## src/rtl/controller_emulator.sv

```systemverilog
// Joystick command player: queued {buttons, hold} commands are replayed onto the six controller
// pins, one frame per movement tick. Optional feature macro CTRL_EMU_MIRROR_EN adds a 'mirror' input.
module controller_emulator #(
    parameter int TICK_MAX   = 714_285,
    parameter int FIFO_DEPTH = 8,
    parameter int HOLD_W     = 8,
    parameter int GAP_FRAMES = 1
) (
    input  logic                          clk,
    input  logic                          rst_l,
    input  logic                          enable,
    input  logic                          cmd_valid,
    output logic                          cmd_ready,
    input  logic [5:0]                    cmd_buttons,
    input  logic [HOLD_W-1:0]             cmd_hold,
`ifdef CTRL_EMU_MIRROR_EN
    input  logic                          mirror,
`endif
    output logic                          left_l,
    output logic                          right_l,
    output logic                          up_l,
    output logic                          down_l,
    output logic                          attack,
    output logic                          shield,
    output logic                          busy,
    output logic [$clog2(FIFO_DEPTH):0]   fifo_count,
    output logic                          frame_tick
);

    localparam int AW = $clog2(FIFO_DEPTH);
    localparam int CW = AW + 1;
    localparam int TW = $clog2(TICK_MAX + 1);
    localparam int GW = $clog2(GAP_FRAMES + 2);
    localparam int EW = 6 + HOLD_W;

    typedef enum logic [1:0] {
        IDLE  = 2'd0,
        DRIVE = 2'd1,
        GAP   = 2'd2
    } state_t;

    // Left/right swap applied as the command leaves the queue.
    function automatic logic [5:0] swap_lr(input logic [5:0] b, input logic en);
        swap_lr = en ? {b[5:2], b[0], b[1]} : b;
    endfunction

    // Opposing directions cancel, as a real stick cannot press both.
    function automatic logic [5:0] resolve(input logic [5:0] b);
        logic [5:0] r;
        r = b;
        if (b[0] & b[1]) r[1:0] = 2'b00;
        if (b[2] & b[3]) r[3:2] = 2'b00;
        return r;
    endfunction

    logic [TW-1:0] tcnt_q, tcnt_d;
    logic          tick;

    assign tick = (tcnt_q == TW'(TICK_MAX - 1));

    always_comb begin
        tcnt_d = tick ? '0 : tcnt_q + TW'(1);
    end

    always_ff @(posedge clk) begin
        if (!rst_l) tcnt_q <= '0;
        else        tcnt_q <= tcnt_d;
    end

    logic [EW-1:0] mem_q [FIFO_DEPTH];
    logic [AW-1:0] wptr_q, rptr_q;
    logic [CW-1:0] count_q;
    logic          full, empty, push, take;
    logic [EW-1:0] head;
    logic [5:0]    head_btn;
    logic [HOLD_W-1:0] head_hold;

    assign full      = (count_q == CW'(FIFO_DEPTH));
    assign empty     = (count_q == '0);
    assign push      = cmd_valid & ~full;
    assign head      = mem_q[rptr_q];
    assign head_btn  = head[EW-1:HOLD_W];
    assign head_hold = head[HOLD_W-1:0];

    always_ff @(posedge clk) begin
        if (push) mem_q[wptr_q] <= {cmd_buttons, cmd_hold};
    end

    always_ff @(posedge clk) begin
        if (!rst_l) begin
            wptr_q  <= '0;
            rptr_q  <= '0;
            count_q <= '0;
        end else begin
            if (push) wptr_q <= wptr_q + AW'(1);
            if (take) rptr_q <= rptr_q + AW'(1);
            case ({push, take})
                2'b10:   count_q <= count_q + CW'(1);
                2'b01:   count_q <= count_q - CW'(1);
                default: count_q <= count_q;
            endcase
        end
    end

    logic mirror_en;
`ifdef CTRL_EMU_MIRROR_EN
    assign mirror_en = mirror;
`else
    assign mirror_en = 1'b0;
`endif

    logic [5:0] load_btn;
    assign load_btn = resolve(swap_lr(head_btn, mirror_en));

    state_t            state_q, state_d;
    logic [HOLD_W-1:0] hold_q, hold_d;
    logic [GW-1:0]     gap_q, gap_d;
    logic [5:0]        btn_q, btn_d;

    always_ff @(posedge clk) begin
        if (!rst_l) begin
            state_q <= IDLE;
            hold_q  <= '0;
            gap_q   <= '0;
            btn_q   <= '0;
        end else begin
            state_q <= state_d;
            hold_q  <= hold_d;
            gap_q   <= gap_d;
            btn_q   <= btn_d;
        end
    end

    always_comb begin
        state_d = state_q;
        hold_d  = hold_q;
        gap_d   = gap_q;
        btn_d   = btn_q;
        take    = 1'b0;
        if (!enable) begin
            state_d = IDLE;
            btn_d   = '0;
        end else if (tick) begin
            case (state_q)
                IDLE: begin
                    take = ~empty;
                end
                DRIVE: begin
                    if (hold_q == HOLD_W'(1)) begin
                        if (GAP_FRAMES == 0 && !empty) begin
                            take = 1'b1;
                        end else begin
                            btn_d = '0;
                            if (GAP_FRAMES == 0) begin
                                state_d = IDLE;
                            end else begin
                                state_d = GAP;
                                gap_d   = GW'(GAP_FRAMES);
                            end
                        end
                    end else begin
                        hold_d = hold_q - HOLD_W'(1);
                    end
                end
                GAP: begin
                    if (gap_q == GW'(1)) begin
                        if (!empty) take = 1'b1;
                        else        state_d = IDLE;
                    end else begin
                        gap_d = gap_q - GW'(1);
                    end
                end
                default: begin
                    state_d = IDLE;
                    btn_d   = '0;
                end
            endcase
        end
        // A zero-length command is consumed but never shown on the pins.
        if (take) begin
            if (head_hold == '0) begin
                state_d = IDLE;
                btn_d   = '0;
            end else begin
                state_d = DRIVE;
                hold_d  = head_hold;
                btn_d   = load_btn;
            end
        end
    end

    assign left_l     = ~btn_q[0];
    assign right_l    = ~btn_q[1];
    assign up_l       = ~btn_q[2];
    assign down_l     = ~btn_q[3];
    assign attack     = btn_q[4];
    assign shield     = btn_q[5];
    assign busy       = (state_q != IDLE);
    assign cmd_ready  = ~full;
    assign fifo_count = count_q;
    assign frame_tick = tick;

endmodule

```

## config.mk

```make
export PLATFORM = sky130hd
export DESIGN_NAME = controller_emulator
export DESIGN_NICKNAME = d
export VERILOG_FILES = /design/src/rtl/controller_emulator.sv
export SDC_FILE = /design/constraint.sdc
export NUM_CORES = 1
export LEC_CHECK = 0
export BUFFER_PORTS_ARGS = -buffer_cell sky130_fd_sc_hd__buf_2
export CELL_PAD_IN_SITES_DETAIL_PLACEMENT = 1
export CELL_PAD_IN_SITES_GLOBAL_PLACEMENT = 2
export CORE_UTILIZATION = 44
export CTS_CLUSTER_SIZE = 30
export DETAILED_ROUTE_END_ITERATION = 10
export GPL_ROUTABILITY_DRIVEN = 1
export PLACE_DENSITY = 0.78
export SYNTH_ARGS = -nofsm -noshare
export SYNTH_HDL_FRONTEND = slang
export SYNTH_SLANG_ARGS = --single-unit
```

## constraint.sdc

```tcl
create_clock -name clk -period 3.2 [get_ports clk]
set_input_delay 0.48 -clock clk [delete_from_list [all_inputs] [get_ports clk]]
set_output_delay 0.48 -clock clk [all_outputs]
set_load 0.005 [all_outputs]
```

==> metrics.md <==
| Metric | Value |
|---|---|
| Worst Tran Pin Value | `0.717 ns` |
| Register-to-Register Path Depth | `10` |
| Async set or reset register ratio after synthesis | `0%` |
| P_sw | `0.00105 W` |
| DRT iter0 DRCs | `221` |
| Commonest non-fill, non-tap cell in the layout | `edfxtp_1` |
| ANT nets after route | `0` |
| Crit path DAT | `3.25 ns` |
| Port Buffer Count | `30` |
| H-tree depth | `4` |
| Nets | `566` |
| Netlist cell types | `57` |
| DR DRC count | `0` |
| First-pass GRT wire length | `24300 microns` |
| Total negative slack | `0 ns` |
| Final hold violations | `0` |
| Simple-gate share of the synthesized area | `12.4%` |
| Tmin final | `2.89 ns` |
| Critical path buffer and inverter count | `0` |
| Die W | `128 microns` |
| Worst endpoint required time | `3.57 ns` |
| Synth warn | `0` |
| Mapped Nets | `513` |
| Final WL | `14900 microns` |
| Clock power share | `44.9%` |
| Post-CTS sizing | `0` |
| Total GRT Usage | `20.3%` |
| P_leak | `2.76 nW` |
| Worst setup SP type | `register` |
| Hold_sp | `cmd_buttons[5]` |
| Pins Over Slew Limit | `0` |
| Sink Count | `163` |
| Fraction of layout cells with a size suffix above 1 | `22.5%` |
| Sequential cell fraction of total power | `51.3%` |
| Max_cap viols | `0` |
| DR pass1 iterations | `4` |
| RSZ-0062 raised after global routing | `false` |
| Vias per inst | `5.49` |
| Max-slew headroom | `52.2%` |
| Crit path kind | `reg -> reg` |
| CP top delay family | `simple AND/OR/NAND/NOR gates` |
| Crit-path max cell delay | `0.53 ns` |
| CP Cell Sequence | `or4bb_1 -> nor3_1 -> and3_1 -> ha_1 -> xor2_1 -> ha_1 -> a21oi_1 -> xor2_1 -> or3_1 -> a21oi_1` |
| Post-Synth XOR/XNOR Area | `3.27%` |
| FILL cells | `1504` |
| Post-CTS setup buffers | `0` |
| Core ar. | `15300 sq um` |
| Number of synthesized flops with an enable pin | `112` |
| Drt wl/cell | `19.5 microns` |
| Reg2reg start | `tcnt_q[10]` |
| Root Driver | `clkbuf_16` |
| Switching part of the total | `23.2%` |
| Gr ovfl total | `0` |
| FF-to-FF End | `fifo_count[2]` |
| Max Root-Sink Buffers | `2` |
| Mapped Cells | `485` |
| Min-Delay Path Class | `in -> reg` |
| Synth-to-Final Area Change | `15.7%` |
| Clock skew | `0.00972 ns` |
| Crit Path Max Fanout | `4` |
| Number of global-route vias before repair | `4424` |
| Largest net degree at the start of global routing | `28` |
| Internal | `0.00347 W` |
| Synthesized area | `6970 sq um` |
| CP Capture Type | `register` |
| Main combinational cell family by area after synthesis | `multiplexers` |
| Fin crit share | `90.2%` |
| Critical Path Slowest Stage Cell | `or4bb_1` |
| WHS Endpoint | `mem_q[4][13]` |
| R2r setup slk | `0.31 ns` |
| Hold path depth | `1` |
| Cell Rows | `45` |
| Top FF cell, synth | `edfxtp_1` |
| Synth Area in Adders | `1.80%` |
| Die ar. | `16300 sq um` |
| CTS tree | `done` |
| Sequential area share after synthesis | `62.9%` |
| DP Wirelength | `9830 microns` |
| Most frequent cells in the layout | `edfxtp_1 (112), nor2_1 (51), dfxtp_1 (51)` |
| Hold buffer count at CTS | `0` |
| Fmax | `347 MHz` |
| Diode count | `0` |
| Combinational power share | `3.9%` |
| Final setup fails | `0` |
| Initial antenna violation count | `0` |
| Mux contribution to synthesized area | `13.1%` |
| Worst skew pair latency | `0.43 ns` |
| Ports | `31` |
| Total clock buffers created by CTS | `17` |
| Clk slew on worst S/H paths | `0.07 ns` |
| Die Y-Extent | `128 microns` |
| Cell area power density | `560 nW/um^2` |
| Syn avg cell area | `14.4 sq um` |
| Setup WS pre-CTS | `0.268 ns` |
| Compound-Gate Fraction of Synth Area | `4.42%` |
| DR vias | `4183` |
| RePlAce Congestion | `0.803` |
| Status | `finished clean` |
| VDD IR max | `490 uV` |
| Initial Util | `45.5%` |
| Synthesized flop and latch total | `163` |
| Fin worst setup slack | `0.314 ns` |
## area by class of cell
type / count / area (sq um) / area share [%]
clock buffer: 17 / 425 / 5.28
clock inverter: 15 / 164 / 2.03
inverter: 18 / 67.6 / 0.838
multi-input combinational: 289 / 2460 / 30.5
sequential: 163 / 4380 / 54.4
tap: 211 / 264 / 3.28
timing repair buffer: 49 / 293 / 3.63
## per-stage QoR
| stage | hold slack (ns) | total power [W] | util [%] | std cells | area (sq um) |
|---|---|---|---|---|---|
| after floorplan | 0.432 | 0.00246 | - | 485 | 6970 |
| after global placement | 0.463 | 0.00253 | 48.8 | 730 | 7470 |
| after detailed placement | 0.473 | 0.00254 | 48.8 | 730 | 7470 |
| after CTS | 0.286 | 0.00458 | 52.6 | 762 | 8060 |
| after global routing | 0.298 | 0.00466 | 52.6 | 762 | 8060 |
| final | 0.309 | 0.00452 | 52.6 | 762 | 8060 |
## worst max path at each step
stage,from,to,slack [ns],depth (start not counted)
4_1_cts,tcnt_q[10],fifo_count[2],0.26,10
6_report,tcnt_q[10],fifo_count[2],0.31,10
3_3_place_gp,tcnt_q[7],fifo_count[2],0.34,10
2_1_floorplan,fifo_count[1],mem_q[0][0],0.41,5
3_5_place_dp,tcnt_q[10],fifo_count[2],0.27,10
5_1_grt,tcnt_q[7],fifo_count[2],0.13,10
## cell families (layout without fill, tap and decap cells)
family / count (synthesis) / in the layout
multiplexers: 51 / 51
AO/OA/AOI/OAI: 42 / 42
buffers and inverters: 33 / 99
XOR/XNOR: 26 / 26
flip-flops: 163 / 163
adder cells (fa/ha/maj): 10 / 10
AND/OR/NAND/NOR: 160 / 160
## power by group through the flow
stage	Sequential, W	Clock (W)	Combinational, W
floorplan	0.00236	0	0.000102
global placement	0.00236	0	0.000169
detailed placement	0.00236	0	0.000177
CTS	0.00232	0.00208	0.000179
global route	0.00232	0.00215	0.000195
finish	0.00232	0.00203	0.000175
## metal layers
layer | part of all wire (%) | vias up | global-route usage (%)
met3 | 2.5 | 13 | 5.05
met2 | 52 | 41 | 35.0
met1 | 44 | 2139 | 25.1
li1 | - | 1990 | -
met5 | 0 | - | 0
met4 | 1.2 | 0 | 6.71
## synth_stat cells, types with 3 or more instances
library cell / count / area share (%)
edfxtp_1: 112 / 48
dfxtp_1: 51 / 15
nor2_1: 51 / 2.7
nand2_1: 21 / 1.1
mux4_2: 19 / 6.1
nand3_1: 18 / 1.3
inv_1: 16 / 0.86
mux2i_1: 14 / 2.0
xor2_1: 14 / 1.8
nor3_1: 12 / 0.86
nor4_1: 12 / 1.1
xnor2_1: 12 / 1.5
ha_1: 10 / 1.8
a21oi_1: 9 / 0.65
mux4_1: 9 / 3.4
and3_1: 8 / 0.72
mux2_2: 8 / 1.3
a211oi_1: 7 / 0.75
clkbuf_1: 7 / 0.38
nand4_1: 6 / 0.54
nand2b_1: 5 / 0.45
o21ai_0: 5 / 0.36
and4_1: 4 / 0.50
buf_2: 4 / 0.29
nand4b_1: 4 / 0.50
o32ai_1: 4 / 0.50
a22o_2: 3 / 0.43
or4_1: 3 / 0.32
## registers in the layout, summed over array words and instances (netlist names), named ones only
| signal | count |
|---|---|
| btn_q | 6 |
| fifo_count | 4 |
| gap_q | 2 |
| hold_q | 8 |
| mem_q | 112 |
| rptr_q | 3 |
| state_q | 2 |
| tcnt_q | 20 |
| wptr_q | 3 |
(Power assumes the default switching activity.)
